===== src/rtl/cpu_defs.sv =====
// cpu_defs: shared pipeline types for the memory2 stage.
//   reg_idx_t                 - architectural register index
//   ld_size_t                 - load access size (byte/half/word)
//   mem2_state_t              - memory2 load-tracking state
//   excp_event_t              - exception record carried down the pipe
//   memory1_memory2_pass_t    - memory1 -> memory2 pipeline payload
//   memory2_writeback_pass_t  - memory2 -> writeback pipeline payload
//   ld_pending()              - true when an instruction expects a D-cache response
package cpu_defs;

  typedef logic [4:0] reg_idx_t;

  typedef enum logic [1:0] {
    LD_B = 2'd0,
    LD_H = 2'd1,
    LD_W = 2'd2
  } ld_size_t;

  typedef enum logic [1:0] {
    IDLE = 2'd0,
    WAIT = 2'd1,
    HOLD = 2'd2,
    DROP = 2'd3
  } mem2_state_t;

  typedef struct packed {
    logic       valid;
    logic [4:0] cause;
  } excp_event_t;

  typedef struct packed {
    logic        valid;
    logic [31:0] pc;
    logic        is_ld;
    ld_size_t    ld_size;
    logic        ld_signed;
    logic [31:0] va;
    logic [31:0] ex_out;
    logic        is_wr_rd;
    reg_idx_t    rd;
    excp_event_t excp_event;
  } memory1_memory2_pass_t;

  typedef struct packed {
    logic        valid;
    logic [31:0] pc;
    logic        is_ld;
    logic [31:0] va;
    logic [31:0] ex_mem_out;
    logic        is_wr_rd;
    reg_idx_t    rd;
    excp_event_t excp_event;
  } memory2_writeback_pass_t;

  // An excepting load was never sent to the D-cache, so no response follows.
  function automatic logic ld_pending(input memory1_memory2_pass_t p);
    return p.valid & p.is_ld & ~p.excp_event.valid;
  endfunction

endpackage


===== src/rtl/memory2_if.sv =====
// memory2_if: pipeline and D-cache response bundle around the memory2 stage.
//   pass_in           - payload from memory1
//   dcache_data_valid - one-cycle load response strobe
//   dcache_rdata      - raw aligned word from the D-cache
//   pass_out          - payload to writeback
// master: the pipeline/D-cache side driving the stage; slave: memory2 itself.
interface memory2_if;
  import cpu_defs::*;

  memory1_memory2_pass_t   pass_in;
  logic                    dcache_data_valid;
  logic [31:0]             dcache_rdata;
  memory2_writeback_pass_t pass_out;

  modport master (
    output pass_in,
    output dcache_data_valid,
    output dcache_rdata,
    input  pass_out
  );

  modport slave (
    input  pass_in,
    input  dcache_data_valid,
    input  dcache_rdata,
    output pass_out
  );

endinterface


===== src/rtl/load_align.sv =====
// load_align: selects the addressed byte/half from a 32-bit word and extends
// it to 32 bits (sign or zero). Purely combinational; shared with the
// uncached load path.
//   rdata_i     - raw aligned word
//   va_i        - low address bits of the access
//   ld_size_i   - access size
//   ld_signed_i - sign-extend when set, zero-extend otherwise
//   result_o    - extended load result
module load_align
  import cpu_defs::*;
(
  input  logic [31:0] rdata_i,
  input  logic [1:0]  va_i,
  input  ld_size_t    ld_size_i,
  input  logic        ld_signed_i,
  output logic [31:0] result_o
);

  logic [7:0]  byte_sel;
  logic [15:0] half_sel;

  always_comb begin
    byte_sel = rdata_i[8*va_i +: 8];
    half_sel = rdata_i[16*va_i[1] +: 16];
    result_o = rdata_i;
    case (ld_size_i)
      LD_B:    result_o = {{24{ld_signed_i & byte_sel[7]}}, byte_sel};
      LD_H:    result_o = {{16{ld_signed_i & half_sel[15]}}, half_sel};
      default: result_o = rdata_i;
    endcase
  end

endmodule


===== src/rtl/memory2.sv =====
// memory2: second memory stage. Holds one instruction, waits for its D-cache
// load response, parks the response if writeback is stalled, aligns/extends
// load data and discards responses orphaned by a flush.
//   clk, rst_n  - core clock, async active-low reset
//   flush_i     - pipeline flush (wins over stall_i)
//   stall_i     - writeback stall
//   stall_o     - stall request to memory1
//   bus         - memory2_if.slave: pass_in, D-cache response, pass_out
// Build option MEM2_FWD_EN adds fwd_valid/fwd_rd/fwd_data for decode bypass;
// without it those ports do not exist and decode interlocks on this stage.
//
// state | meaning
// IDLE  | held instruction needs no response (non-load, excepting load, bubble)
// WAIT  | held load issued, response not yet seen
// HOLD  | response captured in hold_data_q while writeback stalls
// DROP  | flushed load still owes a response; swallow it, then IDLE
module memory2
  import cpu_defs::*;
(
  input  logic        clk,
  input  logic        rst_n,
  input  logic        flush_i,
  input  logic        stall_i,
  output logic        stall_o,
  memory2_if.slave    bus
`ifdef MEM2_FWD_EN
  ,
  output logic        fwd_valid,
  output reg_idx_t    fwd_rd,
  output logic [31:0] fwd_data
`endif
);

  memory1_memory2_pass_t   pass_in_q, pass_in_d;
  mem2_state_t             state_q, state_d;
  logic [31:0]             hold_data_q, hold_data_d;
  logic                    load_pending;
  logic [31:0]             ld_word;
  logic [31:0]             ld_result;
  logic [31:0]             ex_mem_out;
  memory2_writeback_pass_t pass_out_w;

  assign load_pending = ld_pending(pass_in_q);

  assign stall_o = stall_i
                 | ((state_q == WAIT) & ~bus.dcache_data_valid)
                 | (state_q == DROP);

  always_comb begin
    pass_in_d   = pass_in_q;
    state_d     = state_q;
    hold_data_d = hold_data_q;
    if (flush_i) begin
      pass_in_d       = bus.pass_in;
      pass_in_d.valid = 1'b0;
      // Only an issued load with its response still in flight needs DROP.
      state_d = ((state_q == WAIT) && !bus.dcache_data_valid) ? DROP : IDLE;
    end else if (!stall_o) begin
      pass_in_d = bus.pass_in;
      state_d   = ld_pending(bus.pass_in) ? WAIT : IDLE;
    end else begin
      case (state_q)
        WAIT: begin
          if (bus.dcache_data_valid) begin
            state_d     = HOLD;
            hold_data_d = bus.dcache_rdata;
          end
        end
        DROP: begin
          if (bus.dcache_data_valid) state_d = IDLE;
        end
        default: ;
      endcase
    end
  end

  always_ff @(posedge clk or negedge rst_n) begin
    if (!rst_n) begin
      pass_in_q   <= '0;
      state_q     <= IDLE;
      hold_data_q <= '0;
    end else begin
      pass_in_q   <= pass_in_d;
      state_q     <= state_d;
      hold_data_q <= hold_data_d;
    end
  end

  assign ld_word = (state_q == HOLD) ? hold_data_q : bus.dcache_rdata;

  load_align u_load_align (
    .rdata_i     (ld_word),
    .va_i        (pass_in_q.va[1:0]),
    .ld_size_i   (pass_in_q.ld_size),
    .ld_signed_i (pass_in_q.ld_signed),
    .result_o    (ld_result)
  );

  assign ex_mem_out = load_pending ? ld_result : pass_in_q.ex_out;

  always_comb begin
    pass_out_w            = '0;
    pass_out_w.valid      = pass_in_q.valid & ~stall_o;
    pass_out_w.pc         = pass_in_q.pc;
    pass_out_w.is_ld      = pass_in_q.is_ld;
    pass_out_w.va         = pass_in_q.va;
    pass_out_w.ex_mem_out = ex_mem_out;
    pass_out_w.is_wr_rd   = pass_in_q.is_wr_rd;
    pass_out_w.rd         = pass_in_q.rd;
    pass_out_w.excp_event = pass_in_q.excp_event;
  end

  assign bus.pass_out = pass_out_w;

`ifdef MEM2_FWD_EN
  assign fwd_valid = pass_in_q.valid & pass_in_q.is_wr_rd
                   & ~((state_q == WAIT) & ~bus.dcache_data_valid)
                   & (state_q != DROP);
  assign fwd_rd    = pass_in_q.rd;
  assign fwd_data  = ex_mem_out;
`endif

endmodule


===== src/flat_wrapper.sv =====
// flat-port wrapper written by rule: the top's interface ports become plain ports
module memory2_flat import cpu_defs::*;
  (clk, rst_n, flush_i, stall_i, stall_o, bus_pass_in, bus_dcache_data_valid, bus_dcache_rdata, bus_pass_out);
  memory2_if bus_i ();
  input  logic clk;
  input  logic rst_n;
  input  logic flush_i;
  input  logic stall_i;
  output logic stall_o;
  input wire logic [$bits(bus_i.pass_in)-1:0] bus_pass_in;
  input wire logic [$bits(bus_i.dcache_data_valid)-1:0] bus_dcache_data_valid;
  input wire logic [$bits(bus_i.dcache_rdata)-1:0] bus_dcache_rdata;
  output wire logic [$bits(bus_i.pass_out)-1:0] bus_pass_out;
  assign bus_i.pass_in = bus_pass_in;
  assign bus_i.dcache_data_valid = bus_dcache_data_valid;
  assign bus_i.dcache_rdata = bus_dcache_rdata;
  assign bus_pass_out = bus_i.pass_out;
  memory2 u_core (.clk(clk), .rst_n(rst_n), .flush_i(flush_i), .stall_i(stall_i), .stall_o(stall_o), .bus(bus_i));
endmodule

===== config.mk =====
export PLATFORM = sky130hd
export DESIGN_NAME = memory2_flat
export DESIGN_NICKNAME = d
export VERILOG_FILES = /design/src/rtl/cpu_defs.sv /design/src/rtl/memory2_if.sv /design/src/rtl/load_align.sv /design/src/rtl/memory2.sv /design/src/flat_wrapper.sv
export SDC_FILE = /design/constraint.sdc
export NUM_CORES = 1
export LEC_CHECK = 0
export BUFFER_PORTS_ARGS = -buffer_cell sky130_fd_sc_hd__buf_2
export CORE_ASPECT_RATIO = 1.75
export CORE_MARGIN = 5
export CORE_UTILIZATION = 52
export CTS_BUF_LIST = sky130_fd_sc_hd__clkbuf_4 sky130_fd_sc_hd__clkbuf_8
export CTS_CLUSTER_DIAMETER = 120
export DETAILED_ROUTE_END_ITERATION = 10
export GPL_ROUTABILITY_DRIVEN = 0
export PLACE_DENSITY = 0.83
export SYNTH_ARGS = -nofsm -noshare
export SYNTH_HDL_FRONTEND = slang
export SYNTH_SLANG_ARGS = --single-unit

===== constraint.sdc =====
create_clock -name clk -period 2.3 [get_ports clk]
set_clock_uncertainty 0.1 [all_clocks]
set_input_delay 0.23 -clock clk [delete_from_list [all_inputs] [get_ports clk]]
set_output_delay 0.23 -clock clk [all_outputs]
set_load 0.01 [all_outputs]

==> summary by stage <==
Outcome
The flow ran to the end, but the final reports show violations. The final reports fail on negative setup slack.

Clock network
In this run the deepest clock path goes through 2 buffers. Clock-pin slew was measured on the worst setup and hold paths at 0.08 ns. The number of buffers inserted during clock tree synthesis is 17. TritonCTS built the clock tree. CTS placed an instance of clkbuf_8 at the clock tree root. The number of clock sinks seen by CTS is 147. The H-tree generated during clock tree synthesis spans 4 levels. The later pin in the worst-skew pair is clocked with a latency of 0.42 ns.

Critical path
For this design, the slowest cell found on the critical path is dfrtp_1. For the worst setup path, the data arrival time is 2.43 ns. The setup slack of the worst register-to-register path is 0.10 ns. The buffers plus inverters on the worst setup path is 5. The largest single stage delay on the critical path is 0.38 ns. The signal on the critical path passes through nand2b_4 > buf_4 > buf_8 > bufbuf_16 > mux2i_2 > buf_4 > a32oi_1 > o21ai_1 > o21ai_1 > buf_2. At the worst endpoint, the required time is 1.97 ns. The worst setup path is launched from a flip-flop. STA classifies the critical path endpoint as a primary output.

The critical path is of the flip-flop to primary output type. The kind of cell adding the most delay to the critical path is buffers and inverters. The worst-path maximum fanout is 8.

Timing
Once routing completed, OpenROAD measured the worst setup slack at -0.464 ns. Setup violations remaining at the end of the flow were counted as 32. The worst hold slack across all endpoints is 0.0385 ns.

The count of pins over their slew limit is 0. The total negative slack is -12.46 ns. The worst slew margin relative to its limit is 0.618.

The number of hold violations in the final report is 0. For the pin with the worst max-slew slack, the measured transition is 0.572 ns. The highest clock frequency the design can meet is 362 MHz.

Setup repair after global routing could not meet its margin everywhere. In the finished design, the share of the clock period the worst path needs comes to 1.20. The worst path in the final design needs a cycle of 2.76 ns, including I/O delays and setup.

Floorplanning
The die covers 16700 um^2. The number of placement rows is 57. The count of pins on the block boundary is 261. The starting density of the core is 0.528. The horizontal die dimension is 99.9 um. The die span in y is 167 um. The area of the core region is 13900 um^2.

Finish
The finished layout holds 1160 standard cells, fillers aside. The area growth from synthesis to layout is 44.8%. In the final layout, the share of cells above drive strength 1 is 0.526.

For this run, the share of the core covered by cells in the final layout is 0.765. The total number of nets in the final design is 1120.

Yosys
The count of warnings emitted by yosys is 0. The count of distinct cell types in the synthesized netlist is 40. In the synthesized netlist, the number of instances is 608. Summing every instance area after synthesis gives 7350 um^2. Of the post-synthesis cell area, the dominant cell type holds 0.501.

After synthesis, the most frequently instantiated cells are 147 x dfrtp_1, 145 x mux2_2, 77 x buf_4, 77 x nand2_1, 19 x a21oi_1. Among all flip-flop cells after synthesis, the most frequent one is dfrtp_1. The synthesized design spends more area on one cell type than any other, namely dfrtp_1. The count of flip-flops with a built-in enable after synthesis is 0. Counting every net in the synthesized netlist gives 758. dfrtp_1 is the most common cell in the netlist.

For this run, the register share of the synthesized area comes to 0.501. The average instance in the mapped netlist occupies 12.1 um^2. After synthesis the netlist holds a flip-flop and latch count of 147. By area the synthesized netlist is led by dfrtp_1 50%, mux2_2 22%, buf_4 7.9%. The share of async-settable or async-resettable flops after synthesis is 1.00.

Global route
The number of global-route vias before repair is 7239. For this run, the total global-route usage over all layers was measured as 0.293. The first global-routing pass estimated 37800 um of wire. Entering global routing, the biggest net connects 61 pins. Summed over all layers, the global routing overflow is 0. The number of antenna violations at the first check in global routing is 2.

Placement
Buffers placed on the I/O ports in this run total 260. Detailed placement finished with a half-perimeter wire length of 15300 um. Including well taps, the total number of placed cells is 974.

Route
The final route contains 6458 vias. The length of the first detailed-routing pass in iterations is 5. In this run the remaining antenna-violating nets after routing total 0. In this run, the number of DRC markers left after iteration 0 of detailed routing was 441.

After detailed routing, the number of vias per cell comes to 5.57. After detailed routing, the total wire length is 24600 um. The post-route DRC violation count is 0. The average detailed-routed wire length per instance is 21.2 um.

Pwr
The worst-case vdd ir drop is 0.677 mV. In this run the static leakage power is 4.99 nW. In this run the power density over the cells is 644 nW/um^2.

Worst hold path
The path class of the tightest hold or removal check is input port to flip-flop.

Flow run
The number of violations of the max-capacitance limit is 0.
==> through the flow <==
step / setup WS (ns) / area [um^2] / power (W)
finish: -0.464 / 10600 / 0.00685
global route: -0.544 / 10600 / 0.00714
CTS: -0.454 / 10600 / 0.00681
detailed placement: -0.0252 / 8520 / 0.00426
global placement: 0.0279 / 8520 / 0.00421
floorplan: 0.110 / 7350 / 0.00381
==> cells in the final DEF, fill, tap and decap left out, drive strengths merged, types with 5 or more instances in the layout <==
cell	instances
buf	303
dlygate4sd3	147
dfrtp	147
mux2	145
nand2	77
a21oi	19
clkbuf	18
o21ai	18
o22a	16
nor2	14
mux2i	10
mux4	8
o22ai	7
a32oi	7
bufinv	5
clkinv	5
==> flip-flops by register name, summed over array words and instances, names as in the netlist <==
name                 flops
u_core.state_q           2
u_core.pass_in_q        36
u_core.hold_data_q      32
u_core.bus.pass_out     77
==> repair_timing <==
item	4_1_cts	5_1_grt
endpoints found under the hold margin	200	1
buffers inserted	6	1
pin swaps	7	4
cloned	1	0
setup endpoints to repair	32	34
gates resized for setup	19	16
hold buffers	146	1
==> per-layer routing <==
layer  share of wire  GRT usage  vias up
li1                -          -     2800
met2            0.55      0.530      375
met5               0          0        -
met4           0.072      0.199        0
met1            0.31      0.292     3154
met3           0.064     0.0591      129
==> worst reg2reg max path: stages (launching register included) <==
cell and delay, ns:
dfrtp_2 0.44, buf_4 0.16, nand2b_1 0.15, a21oi_2 0.22
buf_4 0.17, mux2i_1 0.22, nor2_1 0.07, dlygate4sd3_1 0.56
==> power by group <==
| part | switching (W) | internal, W |
|---|---|---|
| sequential | 0.000165 | 0.00282 |
| combinational | 0.000717 | 0.000838 |
| clock | 0.00101 | 0.00130 |
==> path summary, 6_finish.rpt <==
check,startpoint,to,depth (start not counted)
setup / recovery,u_core.state_q[0],bus_pass_out[14],10
hold / removal,bus_dcache_rdata[15],u_core.hold_data_q[15],2
setup reg to reg,u_core.state_q[1],u_core.pass_in_q[112],7
hold reg to reg,u_core.bus.pass_out[50],u_core.bus.pass_out[50],1
max in group asynchronous,rst_n,u_core.bus.pass_out[66],3
min in group asynchronous,rst_n,u_core.pass_in_q[19],2
==> layout make-up <==
class,count,area [um^2]
Fill cell,840,3260
Antenna cell,2,5.00
Timing Repair Buffer,451,3240
Inverter,4,15.0
Clock buffer,18,241
Clock inverter,12,208
Sequential cell,147,3680
Multi-Input combinational cell,349,3030
Tap cell,177,221
==> cells by family after synthesis <==
kind of cell	Yosys count	share of synthesized area
multiplexers	163	0.260
flip-flops	147	0.501
buffers and inverters	112	0.101
AND/OR/NAND/NOR	107	0.0611
AO/OA/AOI/OAI	79	0.0770
(Power assumes the default switching activity.)
